===== src/rtl/lab4_branch_update_queue_if.sv =====
// Fetch/execute-facing bundle of the branch update queue: enqueue, resolve, flush,
// predictor training outputs and occupancy.
interface lab4_branch_update_queue_if #(
   parameter int unsigned NUM_ENTRIES = 4
);
   localparam int unsigned PTR_W = $clog2(NUM_ENTRIES);

   logic           enq_val;
   logic           enq_rdy;
   logic [31:0]    enq_pc;
   logic           enq_pred;
   logic           res_val;
   logic           res_rdy;
   logic           res_taken;
   logic           flush;
   logic           update_en;
   logic           update_val;
   logic [31:0]    update_pc;
   logic           mispred;
   logic [PTR_W:0] count;

   modport master (
      output enq_val, enq_pc, enq_pred, res_val, res_taken, flush,
      input  enq_rdy, res_rdy, update_en, update_val, update_pc, mispred, count
   );

   modport slave (
      input  enq_val, enq_pc, enq_pred, res_val, res_taken, flush,
      output enq_rdy, res_rdy, update_en, update_val, update_pc, mispred, count
   );
endinterface


===== src/rtl/lab4_branch_update_queue.sv =====
// In-order queue of predicted branches; trains the bimodal predictor on resolve and
// squashes younger entries on a mispredict or external flush.
module lab4_branch_update_queue #(
   parameter int unsigned NUM_ENTRIES = 4
) (
   input logic                        clk,
   input logic                        reset,
   lab4_branch_update_queue_if.slave  bus
);
   localparam int unsigned PTR_W = $clog2(NUM_ENTRIES);

   typedef logic [PTR_W-1:0] ptr_t;
   typedef logic [PTR_W:0]   cnt_t;

   localparam cnt_t FULL_CNT = cnt_t'(NUM_ENTRIES);

   ptr_t head_q, head_d;
   ptr_t tail_q, tail_d;
   cnt_t count_q, count_d;

   logic [31:0]            pc_mem [NUM_ENTRIES];
   logic [NUM_ENTRIES-1:0] pred_mem;

   logic        update_en_q, update_val_q, mispred_q;
   logic [31:0] update_pc_q;

   logic        enq_rdy, res_rdy;
   logic        enq_fire, res_fire;
   logic        enq_keep, squash, mispred_d;
   logic [31:0] head_pc;
   logic        head_pred;

   // Readies depend on occupancy only, so a full queue never accepts via a same-cycle resolve.
   assign enq_rdy = (count_q != FULL_CNT);
   assign res_rdy = (count_q != '0);

   assign enq_fire = bus.enq_val && enq_rdy;
   assign res_fire = bus.res_val && res_rdy;

   assign head_pc   = pc_mem[head_q];
   assign head_pred = pred_mem[head_q];

   assign mispred_d = res_fire && (head_pred != bus.res_taken);
   assign squash    = bus.flush || mispred_d;
   // A wrong-path enqueue is accepted by the handshake but never stored.
   assign enq_keep  = enq_fire && !squash;

   always_comb begin
      head_d  = head_q;
      tail_d  = tail_q;
      count_d = count_q;

      if (res_fire) begin
         head_d = head_q + ptr_t'(1);
      end
      if (enq_keep) begin
         tail_d = tail_q + ptr_t'(1);
      end

      if (squash) begin
         count_d = '0;
         head_d  = tail_d;
      end else if (enq_fire && !res_fire) begin
         count_d = count_q + cnt_t'(1);
      end else if (res_fire && !enq_fire) begin
         count_d = count_q - cnt_t'(1);
      end
   end

   always_ff @(posedge clk or negedge reset) begin
      if (!reset) begin
         head_q  <= '0;
         tail_q  <= '0;
         count_q <= '0;
      end else begin
         head_q  <= head_d;
         tail_q  <= tail_d;
         count_q <= count_d;
      end
   end

   always_ff @(posedge clk) begin
      if (enq_keep) begin
         pc_mem[tail_q]   <= bus.enq_pc;
         pred_mem[tail_q] <= bus.enq_pred;
      end
   end

   always_ff @(posedge clk or negedge reset) begin
      if (!reset) begin
         update_en_q  <= 1'b0;
         update_val_q <= 1'b0;
         update_pc_q  <= '0;
         mispred_q    <= 1'b0;
      end else begin
         update_en_q <= res_fire;
         mispred_q   <= mispred_d;
         if (res_fire) begin
            update_val_q <= bus.res_taken;
            update_pc_q  <= head_pc;
         end
      end
   end

   assign bus.enq_rdy    = enq_rdy;
   assign bus.res_rdy    = res_rdy;
   assign bus.update_en  = update_en_q;
   assign bus.update_val = update_val_q;
   assign bus.update_pc  = update_pc_q;
   assign bus.mispred    = mispred_q;
   assign bus.count      = count_q;
endmodule


===== src/flat_wrapper.sv =====
// flat-port wrapper written by rule: the top's interface ports become plain ports
module lab4_branch_update_queue_flat 
#(
   parameter int unsigned NUM_ENTRIES = 4
)
  (clk, reset, bus_enq_val, bus_enq_pc, bus_enq_pred, bus_res_val, bus_res_taken, bus_flush, bus_enq_rdy, bus_res_rdy, bus_update_en, bus_update_val, bus_update_pc, bus_mispred, bus_count);
  lab4_branch_update_queue_if #(.NUM_ENTRIES(NUM_ENTRIES)) bus_i ();
  input logic clk;
  input logic reset;
  input wire logic [$bits(bus_i.enq_val)-1:0] bus_enq_val;
  input wire logic [$bits(bus_i.enq_pc)-1:0] bus_enq_pc;
  input wire logic [$bits(bus_i.enq_pred)-1:0] bus_enq_pred;
  input wire logic [$bits(bus_i.res_val)-1:0] bus_res_val;
  input wire logic [$bits(bus_i.res_taken)-1:0] bus_res_taken;
  input wire logic [$bits(bus_i.flush)-1:0] bus_flush;
  output wire logic [$bits(bus_i.enq_rdy)-1:0] bus_enq_rdy;
  output wire logic [$bits(bus_i.res_rdy)-1:0] bus_res_rdy;
  output wire logic [$bits(bus_i.update_en)-1:0] bus_update_en;
  output wire logic [$bits(bus_i.update_val)-1:0] bus_update_val;
  output wire logic [$bits(bus_i.update_pc)-1:0] bus_update_pc;
  output wire logic [$bits(bus_i.mispred)-1:0] bus_mispred;
  output wire logic [$bits(bus_i.count)-1:0] bus_count;
  assign bus_i.enq_val = bus_enq_val;
  assign bus_i.enq_pc = bus_enq_pc;
  assign bus_i.enq_pred = bus_enq_pred;
  assign bus_i.res_val = bus_res_val;
  assign bus_i.res_taken = bus_res_taken;
  assign bus_i.flush = bus_flush;
  assign bus_enq_rdy = bus_i.enq_rdy;
  assign bus_res_rdy = bus_i.res_rdy;
  assign bus_update_en = bus_i.update_en;
  assign bus_update_val = bus_i.update_val;
  assign bus_update_pc = bus_i.update_pc;
  assign bus_mispred = bus_i.mispred;
  assign bus_count = bus_i.count;
  lab4_branch_update_queue #(.NUM_ENTRIES(NUM_ENTRIES)) u_core (.clk(clk), .reset(reset), .bus(bus_i));
endmodule

===== config.mk =====
export PLATFORM = sky130hd
export DESIGN_NAME = lab4_branch_update_queue_flat
export DESIGN_NICKNAME = d
export VERILOG_FILES = /design/src/rtl/lab4_branch_update_queue_if.sv /design/src/rtl/lab4_branch_update_queue.sv /design/src/flat_wrapper.sv
export SDC_FILE = /design/constraint.sdc
export NUM_CORES = 1
export LEC_CHECK = 0
export ABC_AREA = 1
export CAP_MARGIN = 20
export CORE_MARGIN = 2
export CORE_UTILIZATION = 40
export CTS_CLUSTER_DIAMETER = 200
export DETAILED_ROUTE_END_ITERATION = 8
export HOLD_SLACK_MARGIN = 0.15
export PLACE_DENSITY = 0.7
export SLEW_MARGIN = 20
export SYNTH_ARGS = -nofsm -noshare
export SYNTH_HDL_FRONTEND = slang
export SYNTH_SLANG_ARGS = --single-unit
export TNS_END_PERCENT = 100

===== constraint.sdc =====
create_clock -name clk -period 3.7 [get_ports clk]
set_input_delay 1.11 -clock clk [delete_from_list [all_inputs] [get_ports clk]]
set_output_delay 1.11 -clock clk [all_outputs]
set_load 0.01 [all_outputs]

# After elaboration in Yosys (flattened, before gate mapping)
# Memories as Yosys holds them, arrays and structs flattened. A register that Yosys moved wholly into a read port is not among the register bits.
# Index checks and enable logic that the tools add are counted.
[totals]
reg_bits = 14
ram_bits = 128
inputBits = 39
out_inout_bits = 40
wordCells = 45
mem_count = 1
[op_classes]
n_addsub = 4
order_cmp = 3
eq_ne = 2
n_mux = 13
n_reduce_logical = 15
[mem_list]
columns = ["memory", "words", "word_bits", "rd", "rd_clocked_by_memory_dff", "wr", "line_no", "rtl"]
rows = [
  ["u_core.pc_mem", 4, 32, 1, 1, 1, "lab4_branch_update_queue.sv:21", "logic [31:0] pc_mem [NUM_ENTRIES];"],
]
[ops]
columns = ["cell", "n"]
rows = [
  ["3-bit 2-to-1 mux", 3],
  ["1-bit logical AND", 7],
  ["2-bit by 3-bit less-than comparator with 1-bit output (second input constant)", 2],
  ["2-bit 2-to-1 mux", 3],
  ["3-bit nonzero test", 2],
  ["2-bit by 1-bit adder with 2-bit output (second input constant)", 2],
  ["4-bit bitwise mux", 1],
  ["1-bit logical NOT", 4],
  ["1-bit 2-to-1 mux", 4],
  ["3-bit by 1-bit adder with 3-bit output (second input constant)", 1],
  ["3-bit inequality test (second input constant)", 1],
  ["3-bit by 1-bit subtractor with 3-bit output (second input constant)", 1],
  ["1-bit binary-select mux with 2-bit select", 1],
  ["1-bit demux with 2-bit select", 1],
  ["2-bit by 1-bit greater-or-equal comparator with 1-bit output (second input constant)", 1],
  ["2-bit nonzero test", 1],
  ["1-bit logical OR", 1],
  ["1-bit inequality test", 1],
]

# Logic depth before layout (Yosys ltp)
# Gate-level depths: netlist (run 1).
[logic_depth]
depth_word = 9
depth_mapped = 13
ltp_nobuf = 11

# Worst setup path after synthesis (run 1)
# Ideal clock, no wire load.
[synth_path]
path_kind = "in2reg"
startpoint = "input port bus_res_val"
endpoint = "memory u_core.pc_mem[0][0] (enable)"
setup_ps = 397
t_arrival_ps = 2584
required_time_ps = 3303
path_slack_ps = 719
cell_stages = 7
n_path_buf = 1
cell_sequence = "and2_1 > buf_2 > nand3_4 > nand2_4 > inv_4 > nand2_8 > nor2_2"
[synth_via]
elab_chain_cells = 7
[synth_rtl]
columns = ["item", "line_no", "rtl"]
rows = [
  ["start, declared", "flat_wrapper.sv:13", "input wire logic [$bits(bus_i.res_val)-1:0] bus_res_val;"],
  ["1-bit logical AND", "lab4_branch_update_queue.sv:38", "assign res_fire = bus.res_val && res_rdy;"],
  ["1-bit logical AND", "lab4_branch_update_queue.sv:43", "assign mispred_d = res_fire && (head_pred != bus.res_taken);"],
  ["1-bit logical OR", "lab4_branch_update_queue.sv:44", "assign squash = bus.flush || mispred_d;"],
  ["1-bit logical NOT", "lab4_branch_update_queue.sv:46", "assign enq_keep = enq_fire && !squash;"],
  ["1-bit logical AND", "lab4_branch_update_queue.sv:46", ""],
  ["1-bit 2-to-1 mux", "lab4_branch_update_queue.sv:83", "if (enq_keep) begin"],
  ["1-bit 2-to-1 mux (not written as such)", "lab4_branch_update_queue.sv:84", "pc_mem[tail_q] <= bus.enq_pc;"],
  ["end, declared", "lab4_branch_update_queue.sv:21", ""],
]
# No other way between the ends.

# Worst setup path after layout (run 1)
[layout_path]
startpoint = "register u_core.head_q[0]"
endpoint = "memory u_core.pc_mem[3][5] (enable)"
[layout_via]
elab_chain_cells = 9
[layout_rtl]
columns = ["item", "line_no", "rtl"]
rows = [
  ["start, declared", "lab4_branch_update_queue.sv:17", "ptr_t head_q, head_d;"],
  ["start signal, assigned", "lab4_branch_update_queue.sv:72", "head_q <= '0;"],
  ["start signal, assigned", "lab4_branch_update_queue.sv:76", "head_q <= head_d;"],
  ["1-bit binary-select mux with 2-bit select", "lab4_branch_update_queue.sv:41", "assign head_pred = pred_mem[head_q];"],
  ["1-bit 2-to-1 mux (not written as such)", "lab4_branch_update_queue.sv:41", ""],
  ["1-bit inequality test", "lab4_branch_update_queue.sv:43", ""],
  ["1-bit logical AND", "lab4_branch_update_queue.sv:43", ""],
  ["1-bit logical OR", "lab4_branch_update_queue.sv:44", ""],
  ["1-bit logical NOT", "lab4_branch_update_queue.sv:46", ""],
  ["1-bit logical AND", "lab4_branch_update_queue.sv:46", ""],
  ["1-bit 2-to-1 mux", "lab4_branch_update_queue.sv:83", ""],
  ["1-bit 2-to-1 mux (not written as such)", "lab4_branch_update_queue.sv:84", ""],
]
# No other way between the ends. The select of a mux whose other input is x is not followed.

==> results.yml, run 1 <==
outcome:
  status: "finished, final reports clean"
grt:
  grt_pass1_wl_mm: 22.10
  overflow: 0
  first_global_vias: 4208
  grtUsageTotal_pct: 16.32
  grt_max_degree: 67
  antenna_found_initial: 0
clock_tree:
  cts_buffers: 17
  cts_tree: "built"
  clkTransAtPathRegs_ps: 60
  cts-resized-gates: 0
  worstSkewPairLatency_ps: 420
  clkSinkCount: 174
  cts_hold_buffers: 0
  root_buffer: "clkbuf_16"
  post_cts.repair.setup_buffers: 0
  htree_levels: 4
  clockBufferDepth: 2
timing:
  setup_viol: 0
  finalSetupTns_ps: 0
  worstMarginPinSlew_ps: 708.7
  period_share_pct: 71.52
  rsz0062_at_grt: "false"
  max_freq_mhz: 377.9
  hold_violations: 0
  holdWs_ps: 533.0
  period_needed_ps: 2646
  setup_slack_ps: 1054
  slew_viol_final: 0
  skew_ps: 8.969
  slew_headroom_pct: 52.76
placed_design:
  post-place-cells: 813
  port_buffers: 78
  gp_congestion: 0.6999
  post-place-ws_ps: 652.2
  dpl.hpwl_mm: 8.418
  place_area_mm2: 0.007782
yosys:
  synthMuxAreaShare_pct: 0
  synth-seq-cells: 174
  synth_top_family_by_area: "simple AND/OR/NAND/NOR gates"
  syn_inst: 535
  synthTopCellsByArea: "edfxtp_1 58%, dfrtp_1 16%, nor2_1 9.1%"
  synth_area_mm2: 0.006780
  synthSimpleGateAreaFrac_pct: 12.73
  synth_area_leader_cell: "edfxtp_1"
  synthXorXnorAreaFrac_pct: 0.3875
  synth_top_area_share_pct: 58.46
  synth_cell_type_count: 29
  synth-compound-area-share_pct: 7.972
  synth_seq_area_share_pct: 73.96
  synthAdderAreaFrac_pct: 1.218
  yosysWarningCount: 0
  synth_fp_nets: 580
  syn_area_per_cell_um2: 12.67
critical_path:
  critPathMaxStageDelay_ps: 540
  cp_data_required_time_ps: 3820
  cp-start-kind: "flip-flop"
  crit_path_end_kind: "flip-flop"
  crit_fanout: 66
  cp_slowest_cell: "dfrtp_2"
  arrival_ps: 2770
  crit_type: "flip-flop to flip-flop"
  crit_chain: "inv_4 -> nand2_2 -> nand3_2 -> nand3_2 -> nand3_4 -> nand2_4 -> inv_4 -> nand2_8 -> nor2_4 -> buf_12"
finish:
  nets: 657
  area_growth_pct: 23.33
  mostFrequentLayoutCells: "164 x nor2_1, 132 x edfxtp_1, 77 x clkdlybuf4s50_1, 66 x o21ai_0, 40 x dfrtp_1"
  final_common_cell: "nor2_1"
  final_cells: 845
  final_layout_size_suffix_gt1_share_pct: 10.08
  design_area_mm2: 0.008362
  num_antenna_cells: 0
pwr:
  p_sw_share_pct: 33.32
  combPwrFrac_pct: 32.9
  p_sw_uw: 2209
  p_leak_uw: 0.002986
  p_per_area_mw_per_mm2: 792.7
  clkPwrFrac_pct: 26.0
  p_int_uw: 4420
  seq_power_share_pct: 41.1
  ir_drop_mv: 0.4175
floorplanning:
  die_area_mm2: 0.01801
  initial_core_util_pct: 40.89
  die_w_um: 134.2
  ios: 79
  coreArea_mm2: 0.01658
  num_rows: 47
  die-height_um: 134.2
route:
  drt_first_pass_iters: 4
  via_per_inst: 4.986
  wl_met3_um: 933
  finalWirelength_mm: 14.25
  route.layer.met1.wl_mm: 6.140
  via_count: 4213
  met2_length_mm: 6.922
  wire_per_inst_um: 16.86
  dr.max_layer_used: "met4"
  ant_nets: 0
  drc: 0
  first_iter_violations: 304
flow_run:
  cap_violations: 0
hold_path:
  hold_class: "flip-flop to flip-flop"
[routing by layer]
| metal | vias to the layer above | global-route usage, % |
|---|---|---|
| met4 | 0 | 7.076 |
| met2 | 125 | 26.67 |
| met1 | 2054 | 20.70 |
| li1 | 2013 | - |
| met3 | 21 | 4.157 |
| met5 | - | 0 |
[layout make-up]
| cell class | instances | area, µm² |
|---|---|---|
| clock inverters | 11 | 116.4 |
| repair buffers | 88 | 878.3 |
| well taps | 220 | 275.3 |
| inverters | 20 | 80.08 |
| multi-input cells | 311 | 1534 |
| clock buffers | 21 | 460.4 |
| fillers | 1411 | 8222 |
| flip-flops and latches | 174 | 5017 |
[worst max-delay path, delay by kind of cell, from the launching register on]
family | cells | cell delay [ps]
AND/OR/NAND/NOR | 7 | 930
flip-flops | 1 | 540
buffers and inverters | 3 | 850
[synth_stat cells, drive strengths merged]
library cell,n
inv,20
fa,1
nand3,11
buf,18
nor2,169
a31oi,32
and2,2
xnor2,1
ha,5
xor2,2
nand3b,1
dfrtp,42
clkbuf,12
a21oi,2
edfxtp,132
nand2,19
o21ai,66
[sequential cells by signal, summed over array words and instances (netlist names)]
| signal | count |
|---|---|
| u_core.bus.mispred | 1 |
| u_core.pc_mem | 128 |
| u_core.pred_mem | 4 |
| u_core.head_q | 2 |
| u_core.bus.update_val | 1 |
| u_core.bus.count | 3 |
| u_core.tail_q | 2 |
| u_core.bus.update_en | 1 |
| u_core.bus.update_pc | 32 |
[power groups by stage]
stage / sequential, µW / clock, µW / combinational [µW]
2_1_floorplan: 2760 / 0 / 1340
4_1_cts: 2730 / 1750 / 2220
6_report: 2720 / 1720 / 2180
5_1_grt: 2770 / 1830 / 2420
3_5_place_dp: 2770 / 0 / 2210
3_3_place_gp: 2760 / 0 / 2140
[path summary, 6_finish.rpt]
| check | slack, ps | cells after the start | to | start |
|---|---|---|---|---|
| hold / removal | 530 | 2 | u_core.bus.update_val | u_core.bus.update_val |
| max in group asynchronous | 2550 | 1 | u_core.head_q[1] | reset |
| min in group asynchronous | 710 | 1 | u_core.bus.count[0] | reset |
| hold reg to reg | 530 | 2 | u_core.bus.update_val | u_core.bus.update_val |
| setup / recovery | 1050 | 10 | u_core.pc_mem[3][5] | u_core.head_q[0] |
| setup reg to reg | 1050 | 10 | u_core.pc_mem[3][5] | u_core.head_q[0] |
[metrics by stage]
stage	power, µW	utilization, %
floorplan	4102	-
global placement	4899	46.93
detailed placement	4971	46.93
CTS	6698	50.41
global route	7018	50.42
finish	6629	50.42
[cells by family (layout without fill, tap and decap cells)]
| logic type | after synthesis | after routing |
|---|---|---|
| and+or+nand+nor | 202 | 202 |
| xor gates and xnor gates | 3 | 3 |
| AOI/OAI and AO/OA | 100 | 100 |
| DFF | 174 | 174 |
| adders and majority gates | 6 | 6 |
| buffers and inverters | 50 | 140 |
Power figures use the tool's default switching activity.
==> run 2, diff against run 1 <==
--- a/config.mk
+++ b/config.mk
@@ -12,7 +12,7 @@
 export CTS_CLUSTER_DIAMETER = 200
 export DETAILED_ROUTE_END_ITERATION = 8
 export HOLD_SLACK_MARGIN = 0.15
-export PLACE_DENSITY = 0.7
+export PLACE_DENSITY = 0.73
 export SLEW_MARGIN = 20
 export SYNTH_ARGS = -nofsm -noshare
 export SYNTH_HDL_FRONTEND = slang
==> constraint.sdc (replaced) <==
create_clock -name clk -period 2.4 [get_ports clk]
set_input_delay 0.72 -clock clk [delete_from_list [all_inputs] [get_ports clk]]
set_output_delay 0.72 -clock clk [all_outputs]
set_load 0.01 [all_outputs]
==> run 2 against run 1 <==
Design area rose by 2.0%. Via count rose by 2.8%. Clock skew fell by 3.4 ps. Flip-flop and latch count did not move. Die area did not move. Total power rose by 58%. Global-route usage rose by 0.52 points. Sequential power rose by 54%. Utilization rose by 1.0 points. Highest routed layer unchanged. Count of clock-buffer cells in the layout did not move. Critical path depth fell by 7.
==> results.yml, run 2 (same netlist as run 1, synthesis figures left out) <==
clock_tree:
  cts_buffers: 17
  htree_levels: 4
  post_cts.repair.setup_buffers: 0
  clockBufferDepth: 2
  clkSinkCount: 174
  cts_hold_buffers: 0
  worstSkewPairLatency_ps: 420
  cts_tree: "built"
  root_buffer: "clkbuf_16"
  clkTransAtPathRegs_ps: 60
  cts-resized-gates: 0
timing:
  holdWs_ps: 306.1
  period_share_pct: 93.89
  worstMarginPinSlew_ps: 721.8
  rsz0062_at_grt: "false"
  skew_ps: 5.566
  finalSetupTns_ps: 0
  hold_violations: 0
  slew_viol_final: 0
  max_freq_mhz: 443.8
  slew_headroom_pct: 51.88
  setup_viol: 0
  period_needed_ps: 2253
route:
  drt_first_pass_iters: 5
  ant_nets: 0
  first_iter_violations: 303
  wire_per_inst_um: 16.77
  drc: 0
  via_per_inst: 5.043
  via_count: 4332
  finalWirelength_mm: 14.41
finish:
  final_cells: 859
  design_area_mm2: 0.008532
  final_common_cell: "nor2_1"
  nets: 671
  final_layout_size_suffix_gt1_share_pct: 12.05
  regMostFlops: "u_core.pc_mem"
  area_growth_pct: 25.83
  mostFrequentLayoutCells: "164 x nor2_1, 132 x edfxtp_1, 77 x clkdlybuf4s50_1, 66 x o21ai_0, 40 x dfrtp_1"
  largest_reg_flops: 128
  num_antenna_cells: 0
critical_path:
  ff2ff_path_depth: 9
  r2r_slack_ps: 400
  timing.rr.end: "u_core.bus.count[2]"
  crit_fanout: 3
  regToRegStartpoint: "u_core.bus.count[1]"
  cp-start-kind: "flip-flop"
  crit_path_end_kind: "output port"
  crit_type: "flip-flop to output port"
  arrival_ps: 1530
  cp_data_required_time_ps: 1680
floorplanning:
  coreArea_mm2: 0.01658
  ios: 79
  die-height_um: 134.2
  die_w_um: 134.2
  initial_core_util_pct: 40.89
  die_area_mm2: 0.01801
  num_rows: 47
pwr:
  p_leak_uw: 0.003082
  ir_drop_mv: 0.6450
  p_per_area_mw_per_mm2: 1231
  finalPower_uw: 10500
outcome:
  status: "finished, final reports clean"
grt:
  overflow: 0
  grtUsageTotal_pct: 16.84
  grt_pass1_wl_mm: 22.91
  first_global_vias: 4432
  grt_max_degree: 67
  antenna_found_initial: 0
flow_run:
  cap_violations: 0
placed_design:
  port_buffers: 78
  gp_congestion: 0.7231
  post-place-cells: 827
  place_area_mm2: 0.007925
  dpl.hpwl_mm: 8.738
hold_path:
  hold_class: "primary input to async pin"
run 2: changes by cell type in the layout (fill, tap and decap cells not counted), sizes merged:
cell,change
clkinv,-1
buf,+14
clkinvlp,-1
bufinv,+2
run 2: power breakdown:
group          internal (µW)  switching, µW  total, µW
combinational           1480           2020       3490
sequential              3850            344       4190
clock                   1740           1080       2820
total                   7060           3440      10500
run 2: cell type report:
type / instances / area (µm²)
inverters: 20 / 80.08
fillers: 1409 / 8051
repair buffers: 102 / 1018
flip-flops and latches: 174 / 5017
multi-input cells: 311 / 1534
clock buffers: 21 / 440.4
clock inverters: 11 / 166.4
well taps: 220 / 275.3
run 2: per-layer routing:
layer | share of wire (%) | global-route usage [%] | vias to the layer above | wire length, µm
met2 | 49 | 28.12 | 130 | 7073
met3 | 5.2 | 4.006 | 24 | 756
li1 | - | - | 2047 | -
met5 | 0 | 0 | - | 0
met1 | 44 | 21.02 | 2131 | 6277
met4 | 2.1 | 7.310 | 0 | 301
run 2: worst max path at each step:
stage                              from                  end  slack [ps]  cells after the start
finish              u_core.bus.count[0]          bus_res_rdy         150                      3
global route        u_core.bus.count[0]          bus_enq_rdy          60                      3
CTS                 u_core.bus.count[0]          bus_enq_rdy         110                      3
detailed placement          bus_res_val  u_core.bus.count[2]        -180                      9
global placement            bus_res_val  u_core.bus.count[2]        -170                      9
floorplan                   bus_res_val  u_core.pc_mem[0][0]        -190                      7
run 2: metrics by stage:
step,worst slack (ps),util [%]
final,146.7,51.45
after global routing,55.19,51.45
after CTS,114.6,51.45
after detailed placement,-182.4,47.79
after global placement,-167.1,47.79
after floorplan,-190.6,-
run 2: critical path: stages, from the launching register on:
cell             delay (ps)
dfrtp_1                 400
inv_2                    70
nand3b_1                100
clkdlybuf4s50_1         540
==> run 3, diff against run 2 <==
--- a/config.mk
+++ b/config.mk
@@ -11,6 +11,7 @@
 export CORE_UTILIZATION = 40
 export CTS_CLUSTER_DIAMETER = 200
 export DETAILED_ROUTE_END_ITERATION = 8
+export GPL_ROUTABILITY_DRIVEN = 0
 export HOLD_SLACK_MARGIN = 0.15
 export PLACE_DENSITY = 0.73
 export SLEW_MARGIN = 20
==> results of run 3 <==
The final DEF is identical to that of run 2; final timing and power are the same.
